<file path="src/rtl/cpu_pkg.sv">
// Shared types for the fetch front end: pc_gen state encoding and
// instruction alignment mask.
package cpu_pkg;

  typedef enum logic [1:0] {
    BOOT  = 2'd0,
    RUN   = 2'd1,
    FAULT = 2'd2
  } pc_gen_state_e;

  localparam logic [1:0] INSTR_ALIGN_MASK = 2'b11;

endpackage

</file>
<file path="src/rtl/pc_redirect_buf.sv">
// One-entry pending redirect buffer: captures trap/redirect events while the
// fetch request is blocked, newest event wins, trap beats redirect.
module pc_redirect_buf #(
  parameter int width_p = 32
) (
  input  logic               clk_i,
  input  logic               rst_i,
  input  logic               capture_i,
  input  logic               clear_i,
  input  logic               trap_valid_i,
  input  logic [width_p-1:0] trap_vector_i,
  input  logic               redirect_valid_i,
  input  logic [width_p-1:0] redirect_target_i,
  output logic               pend_valid_o,
  output logic [width_p-1:0] pend_target_o,
  output logic               pend_trap_o
);

  logic               r_valid;
  logic [width_p-1:0] r_target;
  logic               r_trap;

  always_ff @(posedge clk_i) begin
    if (rst_i) begin
      r_valid  <= 1'b0;
      r_target <= '0;
      r_trap   <= 1'b0;
    end else if (capture_i && (trap_valid_i || redirect_valid_i)) begin
      r_valid  <= 1'b1;
      r_target <= trap_valid_i ? trap_vector_i : redirect_target_i;
      r_trap   <= trap_valid_i;
    end else if (clear_i) begin
      r_valid  <= 1'b0;
      r_trap   <= 1'b0;
    end
  end

  assign pend_valid_o  = r_valid;
  assign pend_target_o = r_target;
  assign pend_trap_o   = r_trap;

endmodule

</file>
<file path="src/rtl/pc_gen.sv">
// Fetch-address generator with IMEM valid/ready handshake, trap/redirect
// priority, epoch tagging and misaligned-target fault. Optional performance
// counters are enabled by defining PC_GEN_PERF_CNT_EN.
module pc_gen
  import cpu_pkg::*;
#(
  parameter int               width_p        = 32,
  parameter logic [width_p-1:0] reset_vector_p = '0,
  parameter int               inc_p          = 4
) (
  input  logic               clk_i,
  input  logic               rst_i,
  input  logic               stall_i,
  input  logic               redirect_valid_i,
  input  logic [width_p-1:0] redirect_target_i,
  input  logic               trap_valid_i,
  input  logic [width_p-1:0] trap_vector_i,
  input  logic               req_ready_i,
  output logic               req_valid_o,
  output logic [width_p-1:0] pc_o,
  output logic               epoch_o,
  output logic               misaligned_o,
`ifdef PC_GEN_PERF_CNT_EN
  output logic [31:0]        fetch_cnt_o,
  output logic [31:0]        redirect_cnt_o,
  output logic [31:0]        stall_cnt_o,
`endif
  output logic [width_p-1:0] bad_addr_o
);

  localparam logic [width_p-1:0] INC_W = width_p'(inc_p);

  pc_gen_state_e      r_state, w_state_next;
  logic [width_p-1:0] r_pc, w_pc_next;
  logic               r_epoch, w_epoch_next;
  logic               r_misaligned, w_misaligned_next;
  logic [width_p-1:0] r_bad_addr, w_bad_addr_next;

  logic               w_req_valid, w_fire, w_blocked;
  logic               w_pend_valid, w_pend_trap;
  logic [width_p-1:0] w_pend_target;
  logic               w_sel_valid, w_sel_trap, w_sel_bad;
  logic [width_p-1:0] w_sel_target;
  logic               w_apply, w_reject;

  assign w_req_valid = (r_state == RUN) && !stall_i;
  assign w_fire      = w_req_valid && req_ready_i;
  assign w_blocked   = w_req_valid && !req_ready_i;

  pc_redirect_buf #(.width_p(width_p)) u_pend (
    .clk_i             (clk_i),
    .rst_i             (rst_i),
    .capture_i         (w_blocked),
    .clear_i           (w_apply || w_reject),
    .trap_valid_i      (trap_valid_i),
    .trap_vector_i     (trap_vector_i),
    .redirect_valid_i  (redirect_valid_i),
    .redirect_target_i (redirect_target_i),
    .pend_valid_o      (w_pend_valid),
    .pend_target_o     (w_pend_target),
    .pend_trap_o       (w_pend_trap)
  );

  // Live trap, then live redirect, then whatever is parked in the buffer.
  assign w_sel_valid  = trap_valid_i || redirect_valid_i || w_pend_valid;
  assign w_sel_trap   = trap_valid_i ? 1'b1 : (redirect_valid_i ? 1'b0 : w_pend_trap);
  assign w_sel_target = trap_valid_i     ? trap_vector_i :
                        redirect_valid_i ? redirect_target_i : w_pend_target;
  assign w_sel_bad    = !w_sel_trap && ((w_sel_target[1:0] & INSTR_ALIGN_MASK) != 2'b00);
  assign w_apply      = !w_blocked && w_sel_valid && !w_sel_bad;
  assign w_reject     = !w_blocked && w_sel_valid && w_sel_bad;

  always_ff @(posedge clk_i) begin
    if (rst_i) begin
      r_state      <= BOOT;
      r_pc         <= reset_vector_p;
      r_epoch      <= 1'b0;
      r_misaligned <= 1'b0;
      r_bad_addr   <= '0;
    end else begin
      r_state      <= w_state_next;
      r_pc         <= w_pc_next;
      r_epoch      <= w_epoch_next;
      r_misaligned <= w_misaligned_next;
      r_bad_addr   <= w_bad_addr_next;
    end
  end

  always_comb begin
    w_state_next      = r_state;
    w_pc_next         = r_pc;
    w_epoch_next      = r_epoch;
    w_misaligned_next = 1'b0;
    w_bad_addr_next   = r_bad_addr;
    case (r_state)
      BOOT:    w_state_next = RUN;
      RUN:     w_state_next = RUN;
      FAULT:   w_state_next = FAULT;
      default: w_state_next = BOOT;
    endcase
    if (w_apply) begin
      w_pc_next    = w_sel_target;
      w_epoch_next = !r_epoch;
      w_state_next = RUN;
    end else if (w_reject) begin
      w_misaligned_next = 1'b1;
      w_bad_addr_next   = w_sel_target;
      w_state_next      = FAULT;
    end else if (w_fire) begin
      w_pc_next = r_pc + INC_W;
    end
  end

`ifdef PC_GEN_PERF_CNT_EN
  logic [31:0] r_fetch_cnt, r_redirect_cnt, r_stall_cnt;

  always_ff @(posedge clk_i) begin
    if (rst_i) begin
      r_fetch_cnt    <= '0;
      r_redirect_cnt <= '0;
      r_stall_cnt    <= '0;
    end else begin
      if (w_fire)                       r_fetch_cnt    <= r_fetch_cnt + 32'd1;
      if (w_apply)                      r_redirect_cnt <= r_redirect_cnt + 32'd1;
      if (stall_i && (r_state == RUN))  r_stall_cnt    <= r_stall_cnt + 32'd1;
    end
  end

  assign fetch_cnt_o    = r_fetch_cnt;
  assign redirect_cnt_o = r_redirect_cnt;
  assign stall_cnt_o    = r_stall_cnt;
`endif

  assign req_valid_o  = w_req_valid;
  assign pc_o         = r_pc;
  assign epoch_o      = r_epoch;
  assign misaligned_o = r_misaligned;
  assign bad_addr_o   = r_bad_addr;

endmodule

</file>
<file path="config.mk">
export PLATFORM = sky130hd
export DESIGN_NAME = pc_gen
export DESIGN_NICKNAME = d
export VERILOG_FILES = /design/src/rtl/cpu_pkg.sv /design/src/rtl/pc_redirect_buf.sv /design/src/rtl/pc_gen.sv
export SDC_FILE = /design/constraint.sdc
export NUM_CORES = 1
export LEC_CHECK = 0
export ABC_AREA = 1
export CORE_MARGIN = 3
export CORE_UTILIZATION = 51
export CTS_CLUSTER_DIAMETER = 80
export DETAILED_ROUTE_END_ITERATION = 16
export PLACE_DENSITY = 0.82
export REMOVE_ABC_BUFFERS = 1
export SYNTH_ARGS = -nofsm -noshare
export SYNTH_HDL_FRONTEND = slang
export SYNTH_SLANG_ARGS = --single-unit
</file>
<file path="constraint.sdc">
create_clock -name clk_i -period 3.1 [get_ports clk_i]
set_clock_uncertainty 0.15 [all_clocks]
set_input_delay 0.62 -clock clk_i [delete_from_list [all_inputs] [get_ports clk_i]]
set_output_delay 0.62 -clock clk_i [all_outputs]
set_load 0.02 [all_outputs]
</file>
-- Yosys cells after proc, flatten, opt, wreduce, memory -nomap -nowiden
Cells that the tools add are included.
- bits in registers: 102
- latch bits: 0
- RAM bits: 0
- ROM bits: 0
- input bits: 70
- output and inout bits: 67
- memories kept: 0
- add/subtract/negate cells: 1
- multipliers: 0
- div/mod/pow operators: 0
- magnitude comparators: 0
- equal/unequal tests: 3
- shift-type cells: 0
- muxes and demuxes: 15
- bitwise operators: 1
- reductions and logical operators: 25
- operators by type and width (kind ; number):
    2-to-1 mux 32 bit ; 6
    adder 32 x 3 -> 32 bit (second input constant) ; 1
    logical AND 1 bit ; 8
    2-to-1 mux 1 bit ; 7
    zero test 1 bit ; 6
    nonzero test 2 bit ; 3
    one-hot mux 2 bit (2 select lines) ; 1
    AND reduction 2 bit ; 2
    OR reduction 2 bit ; 2
    logical OR 1 bit ; 3
    equality test 2 x 1 -> 1 bit (second input constant) ; 1
    equality test 2 bit (second input constant) ; 1
    zero test 2 bit ; 1
    2-to-1 mux 2 bit ; 1
    inequality test 2 bit (second input constant) ; 1
    inverter 1 bit ; 1

-- Logic depth before layout (Yosys ltp)
Gate-level depths: netlist of the first run.
- word-level depth: 9
- depth in mapped cells: 13
- mapped depth without buffers: 12

-- Modules after synthesis
Synthesis of the first run repeated with hierarchy kept, for this count alone.
- cells, all modules: 973
- area total of the unflattened synthesis: 5814.3 sq um
- modules (own cells, without submodules) (module ; instances ; cells each ; area an instance (sq um) ; sequential area each (sq um)):
    pc_gen ; 1 ; 656 ; 4012.6 ; 1361.3
    pc_redirect_buf ; 1 ; 317 ; 1801.7 ; 680.7

-- Worst setup path after synthesis of the first run
OpenSTA, ideal clock, no wires.
- path kind: input -> register
- start: input port stall_i
- end: register r_pc[10] (netlist: pc_o[10])
- arrival time: 1.981 ns
- slack: 0.837 ns
- stages: 7
- buffers on the path: 1
- path through: nor3_1 -> nand2_1 -> nor2_2 -> buf_2 -> nand4_1 -> nand3_1 -> a21oi_1
- cells in the longest elaborated chain, start to end: 8
- elaborated cells on any way between the ends: 12
- RTL lines (item ; RTL line ; text):
    from (decl) ; pc_gen.sv:13 ; input logic stall_i,
    zero test 1 bit * ; pc_gen.sv:46 ; assign w_req_valid = (r_state == RUN) && !stall_i;
    logical AND 1 bit * ; pc_gen.sv:46 ;
    logical AND 1 bit ; pc_gen.sv:48 ; assign w_blocked = w_req_valid && !req_ready_i;
    zero test 1 bit ; pc_gen.sv:70, pc_gen.sv:71 ;
    logical AND 1 bit ; pc_gen.sv:70, pc_gen.sv:71 ;
    logical AND 1 bit (on tied branches) ; pc_gen.sv:70, pc_gen.sv:71 ;
    inequality test 2 bit (no source line) / nonzero test 2 bit (equally long branches) ; -- ;
    AND reduction 2 bit (no source line) ; -- ;
    to (signal assigned) ; pc_gen.sv:76 ; r_pc <= reset_vector_p;
    to (signal assigned) ; pc_gen.sv:82 ; r_pc <= w_pc_next;
    to (decl) ; pc_gen.sv:34 ; logic [width_p-1:0] r_pc, w_pc_next;
Mark *: on every way between the ends. The rest lies on a longest branch, timed or not.
A chain may end at the register's enable or synchronous reset.

-- Final worst setup path of the first run
- start: input port stall_i
- end: output port req_valid_o
- cells in the longest elaborated chain, start to end: 2
- RTL lines (item ; RTL line ; text):
    zero test 1 bit ; pc_gen.sv:46 ;
    logical AND 1 bit ; pc_gen.sv:46 ;
    to (decl) ; pc_gen.sv:19 ; output logic req_valid_o,
No other way between the ends.

==> run metrics, run 1 <==
total power=3320 uW; Hold Path Depth=2; clock transition time at the flip-flop clock pins of the worst setup and hold paths=0.09 ns; Clock Sink Count=102; FILL cells=912; layout cells sized above 1=5.96%; setup repair bufs after CTS=0; Area growth syn-to-layout=30.7%; Post-route DRC=0; unrepaired setup endpoints after global routing=no; internal power component=2300 uW; switching power total=1020 uW; total number of placement rows=37; Global Route Usage Sum=28.3%; FF-to-FF setup slack=0.96 ns; Synth area leader=sky130_fd_sc_hd__dfxtp_1; die area=12100 um2; biggest cell delay along the critical path=0.69 ns; timing endpoint of the critical path=req_valid_o; flop and latch count out of synthesis=102; endpoint of the most critical register-to-register path=pc_o[26]; maximum number of pins on one net before global-route repair=40; most used flip-flop cell after synthesis=sky130_fd_sc_hd__dfxtp_1; count of input and output buffers=136; slowest CP cell=sky130_fd_sc_hd__clkdlybuf4s50_1; Netlist Area Pre-Place=5530 um2; width of the die=110 um; first-pass GRT wire length=27300 um; max-slew violation count=0; Placeable Area=10400 um2; global routing usage on met3=5.01%; crit path max fanout=3; share of the synthesized area in compound gates (AO/OA/AOI/OAI)=13.9%; cell count of the worst reg-to-reg path=12; combinational family with the most area after synthesis=simple AND/OR/NAND/NOR gates; number of endpoints failing setup at the final stage=0; critical path data arrival time=2.15 ns; number of placed instances, taps included=1129; Critical Setup Path Class=in -> out; post-route minimum period=2.92 ns; WP data required=2.33 ns; cell mode on critical path=sky130_fd_sc_hd__clkdlybuf4s50_1; clock tree root buffer cell=sky130_fd_sc_hd__clkbuf_8; top post-synthesis cells by area=sky130_fd_sc_hd__dfxtp_1, sky130_fd_sc_hd__nand2_1, sky130_fd_sc_hd__nor2_1; max_slew headroom=70.6%; Die Ht=110 um; leakage power of the design=0.00326 uW; TritonCTS clock tree=done; combinational share of power=24.9%; number of standard cells in the final layout excluding fillers=1143; sum of routed wire length over all layers=16700 um; deepest clock path buffer count=2; CTS H-Tree Depth=3; count of flip-flops with a built-in enable after synthesis=0; Critical Path Sink Type=output pin; simple-gate portion of the synthesized area=38.3%; post-placement setup slack=0.227 ns; starting density of the core=53.0%; HPWL after detailed placement=12400 um; count of nets after finishing=1075; chain of cells forming the critical path=clkdlybuf4s50_1, nor3_1, clkdlybuf4s50_1; count of unique library cells instantiated by Yosys=30; vias in the first global route=5648; max_cap viols=0; Clock Power Share=30.0%; most used routing layer=met2; routability-driven placement congestion ratio=0.917; IR Drop Worst-Case VDD=0.000271 V; Hold Fails Final Rpt=0; xor/xnor share of the synthesized area=1.74%; worst hold-check path type=reg -> reg; io pins=137; nature of the critical path startpoint=input pin; First-pass DRT Iterations=5; post-synthesis sequential area ratio=37.0%; post-DR vias/cell=5.33; total grt overflow=0; result of the run=completed; warnings from Yosys=0; met2 demand-to-capacity share in global routing=43.0%; hold buffer count at cts=0; share of synthesized cell area in full adder, half adder and majority cells=0.226%; power per cell area=460 nW/um2; share of synthesized area spent on multiplexers=0%; Critical Path Start=stall_i; mean instance size in the synthesized netlist=6.26 um2; post-detailed-route count of antenna-violating nets=0; GR met1 Demand/Resource=41.4%; DR WL/cell=14.6 um; Slew @ Worst Pin=0.437 ns; sequential share of power=45.1%; post-cts gate resize count=0; top cell type's share of synthesized area=37.0%; Switching Fraction=30.8%; number of antenna violations at the first check in global routing=0; clock buffers created by TritonCTS=9; drt first-iter violations=483; share of the cycle needed by the critical path after routing=94.3%; Reg-to-Reg Start=pc_o[3]; Post-Syn Instances=882; async set-or-reset flop fraction in the synthesized netlist=0%; setup tns final=0 ns; diode count=0; via total after detailed routing=6092; final worst setup slack=0.177 ns; clk_lat worst skew=0.36 ns; achievable frequency=0.342 GHz
layout by cell type (no fill, tap or decap), types with 6 or more instances in the layout:
master	netlist	routed
sky130_fd_sc_hd__a31oi_1	25	25
sky130_fd_sc_hd__a21oi_1	36	36
sky130_fd_sc_hd__clkbuf_8	0	9
sky130_fd_sc_hd__buf_4	8	20
sky130_fd_sc_hd__dfxtp_1	102	102
sky130_fd_sc_hd__clkdlybuf4s50_1	0	135
sky130_fd_sc_hd__a21boi_0	6	6
sky130_fd_sc_hd__nand2_1	317	317
sky130_fd_sc_hd__nand3b_1	6	6
sky130_fd_sc_hd__nand3_1	61	61
sky130_fd_sc_hd__xor2_1	8	8
sky130_fd_sc_hd__o22ai_1	6	6
sky130_fd_sc_hd__nand4_1	8	8
sky130_fd_sc_hd__or2_2	6	6
sky130_fd_sc_hd__inv_2	6	6
sky130_fd_sc_hd__o21ai_0	67	67
sky130_fd_sc_hd__inv_1	61	61
sky130_fd_sc_hd__nor2_1	98	98
power by group through the flow:
stage          combinational [uW]  sequential, uW  clock, uW
3_5_place_dp                  819            1520          0
6_report                      826            1500        998
2_1_floorplan                 349            1590          0
3_3_place_gp                  810            1520          0
4_1_cts                       824            1500       1000
5_1_grt                       914            1510       1060
stage by stage:
step	hold WS (ns)	utilization (%)	cell area (um2)
5_1_grt	0.318	69.3	7220
6_report	0.298	69.3	7220
3_3_place_gp	0.277	67.1	6990
4_1_cts	0.299	69.3	7220
2_1_floorplan	0.285	-	5290
3_5_place_dp	0.281	67.1	6990
cells in the mapped netlist, types with 8 or more instances:
library cell,instances
sky130_fd_sc_hd__xor2_1,8
sky130_fd_sc_hd__buf_4,8
sky130_fd_sc_hd__clkbuf_1,13
sky130_fd_sc_hd__inv_1,61
sky130_fd_sc_hd__dfxtp_1,102
sky130_fd_sc_hd__a21oi_1,36
sky130_fd_sc_hd__a31oi_1,25
sky130_fd_sc_hd__nand3_1,61
sky130_fd_sc_hd__nand2_1,317
sky130_fd_sc_hd__nor2_1,98
sky130_fd_sc_hd__buf_2,23
sky130_fd_sc_hd__nand4_1,8
sky130_fd_sc_hd__o21ai_0,67
registers in the layout, indices dropped and copies added (netlist names):
| register | cells |
|---|---|
| bad_addr_o | 32 |
| pc_o | 32 |
| u_pend.pend_target_o | 32 |
| r_state | 2 |
| epoch_o | 1 |
| misaligned_o | 1 |
| u_pend.pend_trap_o | 1 |
| u_pend.pend_valid_o | 1 |
per-layer routing:
metal,routed length (um),vias to the layer above
met1,7690,2764
li1,-,3063
met5,0,-
met4,193,0
met3,1430,18
met2,7380,247
area by class of cell:
| class | count | area (um2) | share of cell area [%] |
|---|---|---|---|
| inverter | 67 | 251 | 3.48 |
| clock inverter | 5 | 109 | 1.51 |
| sequential | 102 | 2040 | 28.3 |
| clock buffer | 9 | 124 | 1.72 |
| multi-input combinational | 667 | 3000 | 41.5 |
| tap | 136 | 170 | 2.36 |
| timing repair buffer | 157 | 1530 | 21.1 |
kinds of logic (layout without fill, tap and decap cells):
kind of cell               Yosys count  in the layout
adders and majority gates            1              1
and+or+nand+nor                    513            513
buffers and inverters              113            238
AOI/OAI and AO/OA                  142            142
xor gates and xnor gates            11             11
DFF                                102            102
worst max-delay path, delay by kind of cell:
family / cells / cell delay, ns
buf+inv: 2 / 1.13
simple gates: 1 / 0.40
how the worst min path moves through the flow:
| stage | slack [ns] | end | startpoint |
|---|---|---|---|
| final | 0.30 | bad_addr_o[26] | bad_addr_o[26] |
| after global routing | 0.32 | bad_addr_o[18] | bad_addr_o[18] |
| after CTS | 0.30 | bad_addr_o[26] | bad_addr_o[26] |
| after detailed placement | 0.28 | bad_addr_o[26] | bad_addr_o[26] |
| after global placement | 0.28 | bad_addr_o[21] | bad_addr_o[21] |
| after floorplan | 0.28 | u_pend.pend_trap_o | u_pend.pend_trap_o |
(Power assumes the default switching activity.)
==> inputs of run 2 (changes only) <==
RECOVER_POWER = 25   (was not set)
SKIP_LAST_GASP = 1   (was not set)
==> run 2 against run 1 <==
Against the previous run:
- core utilization is essentially flat
- register-to-register slack lost 0.17 ns
- clock power is essentially flat
- design area is essentially flat
- setup slack gained 0.023 ns
- via count grew 0.56%
- power shrank 0.39%
- global-route usage is the same
- combinational power shrank 2%
- largest cell class unchanged
==> run metrics, run 2 (same netlist as run 1, synthesis figures left out) <==
share of the cycle needed by the critical path after routing=93.5%; WP data required=2.33 ns; power per cell area=459 nW/um2; FILL cells=914; clock tree root buffer cell=sky130_fd_sc_hd__clkbuf_8; total number of placement rows=37; sequential share of power=45.2%; drt first-iter violations=434; First-pass DRT Iterations=5; cell count of the worst reg-to-reg path=9; max_slew headroom=56.7%; first-pass GRT wire length=27300 um; leakage power of the design=0.00337 uW; worst hold-check path type=reg -> reg; Crit path buffers/inverters=2; endpoint of the most critical register-to-register path=u_pend.pend_target_o[24]; slowest CP cell=sky130_fd_sc_hd__clkdlybuf4s50_1; FF-to-FF setup slack=0.79 ns; Reg-to-Reg Start=r_state[1]; io pins=137; critical path data arrival time=2.13 ns; internal power component=2290 uW; cell mode on critical path=sky130_fd_sc_hd__clkdlybuf4s50_1; biggest cell delay along the critical path=0.69 ns; sum of routed wire length over all layers=16700 um; Slew @ Worst Pin=0.649 ns; clk_lat worst skew=0.37 ns; result of the run=completed; clock buffers created by TritonCTS=9; Die Ht=110 um; post-route minimum period=2.90 ns; switching power total=1020 uW; Hold Fails Final Rpt=0; combinational share of power=24.6%; CTS H-Tree Depth=3; Post-route DRC=0; hold buffer count at cts=0; layout cells sized above 1=5.86%; maximum number of pins on one net before global-route repair=40; instance count on the critical path=3; post-DR vias/cell=5.36; timing endpoint of the critical path=req_valid_o; vias in the first global route=5648; crit path max fanout=3; most frequent standard cell in the layout excluding fill and tap cells=sky130_fd_sc_hd__nand2_1; setup tns final=0 ns; number of endpoints failing setup at the final stage=0; nature of the critical path startpoint=input pin; die area=12100 um2; max_cap viols=0; IR Drop Worst-Case VDD=0.000270 V; count of nets after finishing=1075; share of the core filled with cells in the final layout=69.3%; Critical Setup Path Class=in -> out; Global Route Usage Sum=28.3%; unrepaired setup endpoints after global routing=no; count of input and output buffers=136; post-detailed-route count of antenna-violating nets=0; max-slew violation count=0; setup repair bufs after CTS=0; achievable frequency=0.345 GHz; most frequent cells in the layout=sky130_fd_sc_hd__nand2_1, sky130_fd_sc_hd__dfxtp_1, sky130_fd_sc_hd__nor2_1, sky130_fd_sc_hd__clkdlybuf4s50_1, sky130_fd_sc_hd__o21ai_0; TritonCTS clock tree=done; Switching Fraction=30.9%; Clock Power Share=30.2%; HPWL after detailed placement=12400 um; Critical Path Sink Type=output pin; number of antenna violations at the first check in global routing=0; clock transition time at the flip-flop clock pins of the worst setup and hold paths=0.10 ns; width of the die=110 um; chain of cells forming the critical path=clkdlybuf4s50_1, nor3_1, clkdlybuf4s50_1; DR WL/cell=14.6 um; Area growth syn-to-layout=30.6%; routability-driven placement congestion ratio=0.917; diode count=0; Critical Path Start=stall_i; starting density of the core=53.0%; cell family with the largest share of critical-path delay=buffers and inverters; Clock Sink Count=102; deepest clock path buffer count=2; total grt overflow=0; via total after detailed routing=6126; post-cts gate resize count=0; Placeable Area=10400 um2
[run 2: how the worst min path moves through the flow]
stage	start	end	cells past startpoint
3_3_place_gp	bad_addr_o[21]	bad_addr_o[21]	2
6_report	bad_addr_o[26]	bad_addr_o[26]	2
4_1_cts	bad_addr_o[26]	bad_addr_o[26]	2
2_1_floorplan	u_pend.pend_trap_o	u_pend.pend_trap_o	2
3_5_place_dp	bad_addr_o[26]	bad_addr_o[26]	2
5_1_grt	bad_addr_o[18]	bad_addr_o[18]	2
[run 2: final cells by class]
cell class                 instances  area [um2]  share of cell area [%]
sequential                       102        2040                    28.3
clock buffer                       9         124                    1.72
multi-input combinational        667        3000                    41.5
timing repair buffer             157        1520                    21.1
clock inverter                     5         109                    1.51
inverter                          67         251                    3.48
tap                              136         170                    2.36
[run 2: layer usage]
metal	global-route usage (%)	share of wire, %	vias up
met5	0	0	-
met4	7.39	1.2	0
met3	5.01	10	18
met2	43.0	44	314
met1	41.4	44	2726
li1	-	-	3068
[run 2: tightest hold or removal path: stages (launching register included)]
cell and delay, ns:
sky130_fd_sc_hd__dfxtp_1 0.32, sky130_fd_sc_hd__nand2_1 0.06, sky130_fd_sc_hd__nand2_1 0.04
[run 2: power by group through the flow]
stage / Clock (uW) / Combinational, uW / Sequential, uW
after floorplan: 0 / 349 / 1590
after global placement: 0 / 810 / 1520
after detailed placement: 0 / 819 / 1520
after CTS: 1000 / 824 / 1500
after global routing: 1060 / 900 / 1510
final: 1000 / 813 / 1500
[run 2: per-stage QoR]
stage          hold slack [ns]  area, um2  instances  setup slack [ns]  total power (uW)
5_1_grt                  0.315       7220       1143             0.117              3470
6_report                 0.295       7220       1143             0.201              3310
3_5_place_dp             0.281       6990       1129             0.227              2340
4_1_cts                  0.299       7220       1143             0.222              3320
2_1_floorplan            0.285       5290        836             0.135              1940
3_3_place_gp             0.277       6990       1129             0.224              2330
